==> src/rtl/imem_load_ctrl.sv <==
// Instruction-memory refill front end: round-robin arbitration over
// toggle-encoded load requests, AXI read start, and beat-to-word unpacking.
module imem_load_ctrl #(
  parameter int NUM_REQ         = 2,
  parameter int AXI_ADDR_WIDTH  = 42,
  parameter int AXI_DATA_WIDTH  = 64,
  parameter int INST_DATA_WIDTH = 32,
  parameter int NUM_INST_IN     = AXI_DATA_WIDTH / INST_DATA_WIDTH,
  parameter int MEM_REQ_W       = 16,
  parameter int INST_ADDR_WIDTH = 10
) (
  input  logic                          clk,
  input  logic                          reset,
  input  logic [NUM_REQ-1:0]            req_toggle,
  input  logic [NUM_REQ*AXI_ADDR_WIDTH-1:0] req_addr,
  input  logic [NUM_REQ*MEM_REQ_W-1:0]  req_size,
  output logic [NUM_REQ-1:0]            req_done_toggle,
  input  logic                          imem_wr_start,
  output logic                          ap_start_rd,
  output logic [AXI_ADDR_WIDTH-1:0]     ctrl_addr_offset_rd,
  output logic [MEM_REQ_W-1:0]          ctrl_xfer_size_in_bytes_rd,
  input  logic                          ap_done_rd,
  input  logic                          rd_tvalid,
  output logic                          rd_tready,
  input  logic [AXI_DATA_WIDTH-1:0]     rd_tdata,
  output logic                          imem_wr_valid,
  output logic [INST_ADDR_WIDTH-1:0]    imem_wr_addr,
  output logic [INST_DATA_WIDTH-1:0]    imem_wr_data,
  output logic                          imem_wr_done,
  output logic                          busy
);

  localparam int PW = (NUM_REQ > 1) ? $clog2(NUM_REQ) : 1;
  localparam int CW = $clog2(NUM_INST_IN + 1);

  typedef enum logic [1:0] {IDLE, ISSUE, XFER, FIN} state_t;

  state_t                       state, state_nxt;
  logic [NUM_REQ-1:0]           req_q, pending, clr, done_tgl;
  logic [PW-1:0]                ptr, gnt, gnt_sel;
  logic                         found, take, accept, wr;
  logic                         done_flag;
  logic [AXI_ADDR_WIDTH-1:0]    addr_r;
  logic [MEM_REQ_W-1:0]         size_r;
  logic [AXI_DATA_WIDTH-1:0]    buf_r;
  logic [CW-1:0]                cnt;
  logic [INST_ADDR_WIDTH-1:0]   wr_addr;

  // First pending source at or after the pointer, wrapping around.
  always_comb begin : search
    int j;
    j       = 0;
    found   = 1'b0;
    gnt_sel = '0;
    for (int i = 0; i < NUM_REQ; i++) begin
      j = int'(ptr) + i;
      if (j >= NUM_REQ) j = j - NUM_REQ;
      if (!found && pending[j]) begin
        found   = 1'b1;
        gnt_sel = PW'(j);
      end
    end
  end

  assign take   = (state == IDLE) && found && imem_wr_start;
  assign clr    = take ? (NUM_REQ'(1) << gnt_sel) : '0;
  assign wr     = (cnt != '0);
  assign accept = rd_tready && rd_tvalid;

  assign rd_tready = (state == XFER) &&
                     ((cnt == '0) || (cnt == CW'(1)));

  assign ap_start_rd                = (state == ISSUE) && (size_r != '0);
  assign ctrl_addr_offset_rd        = addr_r;
  assign ctrl_xfer_size_in_bytes_rd = size_r;
  assign imem_wr_valid              = wr;
  assign imem_wr_addr               = wr_addr;
  assign imem_wr_data               = buf_r[INST_DATA_WIDTH-1:0];
  assign imem_wr_done               = (state == FIN);
  assign busy                       = (state != IDLE);
  assign req_done_toggle            = done_tgl;

  always_comb begin
    state_nxt = state;
    unique case (state)
      IDLE:  if (take) state_nxt = ISSUE;
      ISSUE: state_nxt = (size_r == '0) ? FIN : XFER;
      XFER:  if ((ap_done_rd || done_flag) && (cnt == '0) && !accept)
               state_nxt = FIN;
      FIN:   state_nxt = IDLE;
      default: state_nxt = IDLE;
    endcase
  end

  always_ff @(posedge clk or posedge reset) begin
    if (reset) begin
      state     <= IDLE;
      req_q     <= '0;
      pending   <= '0;
      ptr       <= '0;
      gnt       <= '0;
      addr_r    <= '0;
      size_r    <= '0;
      buf_r     <= '0;
      cnt       <= '0;
      wr_addr   <= '0;
      done_flag <= 1'b0;
      done_tgl  <= '0;
    end else begin
      state   <= state_nxt;
      req_q   <= req_toggle;
      pending <= (pending & ~clr) | (req_toggle ^ req_q);
      if (take) begin
        gnt       <= gnt_sel;
        ptr       <= (gnt_sel == PW'(NUM_REQ - 1)) ? '0 : gnt_sel + 1'b1;
        addr_r    <= req_addr[gnt_sel*AXI_ADDR_WIDTH +: AXI_ADDR_WIDTH];
        size_r    <= req_size[gnt_sel*MEM_REQ_W +: MEM_REQ_W];
        wr_addr   <= '0;
        done_flag <= 1'b0;
      end
      if ((state == XFER) && ap_done_rd) done_flag <= 1'b1;
      // A beat may land on the same cycle the last buffered word leaves.
      if (accept) begin
        buf_r <= rd_tdata;
        cnt   <= CW'(NUM_INST_IN);
      end else if (wr) begin
        buf_r <= buf_r >> INST_DATA_WIDTH;
        cnt   <= cnt - 1'b1;
      end
      if (wr) wr_addr <= wr_addr + 1'b1;
      if (state == FIN) done_tgl[gnt] <= ~done_tgl[gnt];
    end
  end

endmodule
==> config.mk <==
export PLATFORM = sky130hd
export DESIGN_NAME = imem_load_ctrl
export DESIGN_NICKNAME = d
export VERILOG_FILES = /design/src/rtl/imem_load_ctrl.sv
export SDC_FILE = /design/constraint.sdc
export NUM_CORES = 1
export LEC_CHECK = 0
export CAP_MARGIN = 10
export CORE_MARGIN = 2
export CORE_UTILIZATION = 40
export DETAILED_ROUTE_END_ITERATION = 10
export PLACE_DENSITY_LB_ADDON = 0.12
export SYNTH_ARGS = -nofsm -noshare
export SYNTH_HDL_FRONTEND = slang
export SYNTH_SLANG_ARGS = --single-unit
==> constraint.sdc <==
create_clock -name clk -period 8.7 [get_ports clk]
set_clock_uncertainty 0.15 [all_clocks]
set_input_delay 0.87 -clock clk [delete_from_list [all_inputs] [get_ports clk]]
set_output_delay 0.87 -clock clk [all_outputs]
set_load 0.01 [all_outputs]
==> metrics.md <==
| Metric | Value |
|---|---|
| Initial antenna violation count | 0 |
| Die Span Y | 132 microns |
| # diodes | 0 |
| Post-Place Setup Slack | roughly 5600 ps |
| Die Area | 17400 sq um |
| # DRC | 0 |
| Post-CTS Setup Inserts | 0 |
| CTS H-tree lvls | 4 |
| Die Wd | approximately 130 microns |
| Final HPWL DP | 13600 microns |
| Row count | 46 |
| First-pass GRT wire length | 31000 microns |
| Synth unique cells | 37 |
| Total wire length | slightly below 20000 microns |
| FMAX | 287 MHz |
| RSZ-0062 raised after global routing | no |
| # clock sinks | 145 |
| Commonest non-fill, non-tap cells in the layout | clkdlybuf4s50_1 (293), dfrtp_1 (145), and2_1 (61) |
| Vias in the first global route | 5847 |
| Ratio of cells with drive above 1 in the final layout | 5.53% |
| First-iteration detailed-routing DRC count | 353 |
| Post-CTS resize count | 0 |
| Syn Area/Cell | 11.8 sq um |
| Post-Syn Area | 6540 sq um |
| Critical path endpoint category | output pin |
| EDFF count, synth | 0 |
| Later-pin clock latency in the skew report | slightly above 400 ps |
| Filler cells | ~1300 |
| Total congestion overflow | 0 |
| Initial core utilization | 41.0% |
| Setup TNS | 0 ps |
| GRT Total Usage | between 20% and 30% |
| CP bufs+invs | 3 |
| Vias per inst | 5.26 |
| Synth warn | 0 |
| Slowest cell on the critical path | buf_4 |
| Fin. Hold Viols | 0 |
| Type of the most critical hold path | flip-flop to flip-flop |
| Max-slew headroom | 23.1% |
| Clock root cell | clkbuf_16 |
| Outcome | completed |
| Syn Inst Count | approximately 560 |
| Largest cells by area after synthesis | dfrtp_1 (56%), a221o_1 (9.0%), and2_1 (5.9%) |
| Fraction of registers with async set or reset after synthesis | 100% |
| I/O Pins | about 290 |
| CP startpoint kind | flip-flop |
| Worst Max-Slew Pin Slew | approximately 1200 ps |
| Post-synthesis register bit count | 145 |
| Worst vdd ir | ~0.00016 V |
| Final WS setup | 5210 ps |
| Leak pwr | 4.23 nW |
| Nets | around 1000 |
| Hold Buf Count CTS | 0 |
| CP Cell Sequence | inv_1 > ha_2 > buf_4 > o21a_1 > clkdlybuf4s50_1 |
| Area of the core | about 16000 sq um |
| Crit path max fanout | a little under 50 |
| Final Wtd Congestion | 0.833 |
| CTS tree | yes |
| P&R area growth vs syn | 51.8% |
| Critical path class | flip-flop to output pin |
| Max Cap Viol | 0 |
| CTS buffer count | 17 |
| Reg clk slew, reported paths | 50 ps |
| Final Slew Violations | 0 |
| Longest Clk Path Bufs | 2 |
| Largest net degree at the start of global routing | 98 |
| Worst path max stage delay | around 590 ps |
| Via count | between 5000 and 6000 |
| Synth top area share | 55.5% |
| Pwr Density | 316 nW/um^2 |
| Most used flip-flop cell after synthesis | dfrtp_1 |
| Post-synth top area cell | dfrtp_1 |
| First-pass DRT Iterations | 4 |
| Required time of the critical path | 7680 ps |
| Syn_nets | 751 |
| Tmin final | 3490 ps |
| Setup violators final | 0 |
| CP delay by family, top | buffers and inverters |
| Signal arrival time at the worst endpoint | between 2000 and 2500 ps |
| Antenna Nets Post-Route | 0 |
| Register area share after synthesis | around 56% |
| Port bufs | 293 |
| Commonest non-fill, non-tap cell in the layout | clkdlybuf4s50_1 |
| Final period utilization | between 40% and 50% |
| Routed wire length per instance | between 15 and 20 microns |
report_power, final:
group / internal, mW / switching (mW)
Combinational: 0.750 / 0.590
Clock: 0.428 / 0.285
Sequential: 0.918 / 0.160
Total: 2.10 / 1.03
state kept, by name, indices dropped and copies added, names as in the netlist:
signal and cells:
gnt 1, ctrl_xfer_size_in_bytes_rd 16, buf_r 64, req_q 2
done_flag 1, ptr 1, ctrl_addr_offset_rd 42, pending 2
imem_wr_addr 10, req_done_toggle 2, cnt 2, state 2
path summary, 6_finish.rpt:
path	start	endpoint	slack, ps	depth (start not counted)
setup / recovery	cnt[0]	rd_tready	5210	5
hold / removal	imem_wr_addr[9]	imem_wr_addr[9]	320	1
setup reg to reg	cnt[0]	buf_r[22]	5800	7
hold reg to reg	imem_wr_addr[9]	imem_wr_addr[9]	320	1
max in group asynchronous	reset	buf_r[0]	6160	3
min in group asynchronous	reset	ctrl_addr_offset_rd[28]	780	2
metal layers:
metal,track usage (%),up-vias,wire (microns)
met5,0,-,0
met4,10.9,0,797
met3,7.34,53,1400
met2,37.6,230,9550
met1,26.1,2645,7460
li1,-,2489,-
metrics by stage:
| step | power, mW | area, sq um | util, % | std cells | hold WS, ps |
|---|---|---|---|---|---|
| final | 3.13 | 9920 | 62.2 | 1030 | 322 |
| after global routing | 3.32 | 9920 | 62.2 | 1030 | 353 |
| after CTS | 3.17 | 9920 | 62.2 | 1030 | 331 |
| after detailed placement | 2.43 | 9340 | 58.6 | 999 | 322 |
| after global placement | 2.40 | 9340 | 58.6 | 999 | 312 |
| after floorplan | 1.83 | 6540 | - | 556 | 301 |
cell families (layout without fill, tap and decap cells):
group | count (synthesis) | after routing | share of synthesized area [%]
mux | 35 | 35 | 5.38
simple gates | 130 | 130 | 10.5
fa+ha+maj | 8 | 8 | 1.53
buf+inv | 81 | 339 | 7.62
flops | 145 | 145 | 55.5
compound gates | 151 | 151 | 18.6
xor+xnor | 6 | 6 | 0.804
area by class of cell:
type / count / area [sq um] / area share (%)
clock inverter: 13 / 140 / 1.41
timing repair buffer: 299 / 2980 / 30.0
inverter: 9 / 38.8 / 0.391
sequential: 145 / 3630 / 36.6
clock buffer: 18 / 439 / 4.43
tap: 216 / 270 / 2.72
multi-input combinational: 330 / 2430 / 24.5
cells in the mapped netlist (7+ instances only):
library cell / count
o21ai_0: 41
buf_2: 14
buf_6: 7
clkbuf_1: 17
a22o_1: 35
inv_1: 8
dfrtp_1: 145
nand2_1: 43
a221o_1: 59
and2_1: 62
mux2i_1: 34
ha_1: 8
buf_4: 33
nor2_1: 8
Power figures use the tool's default switching activity.
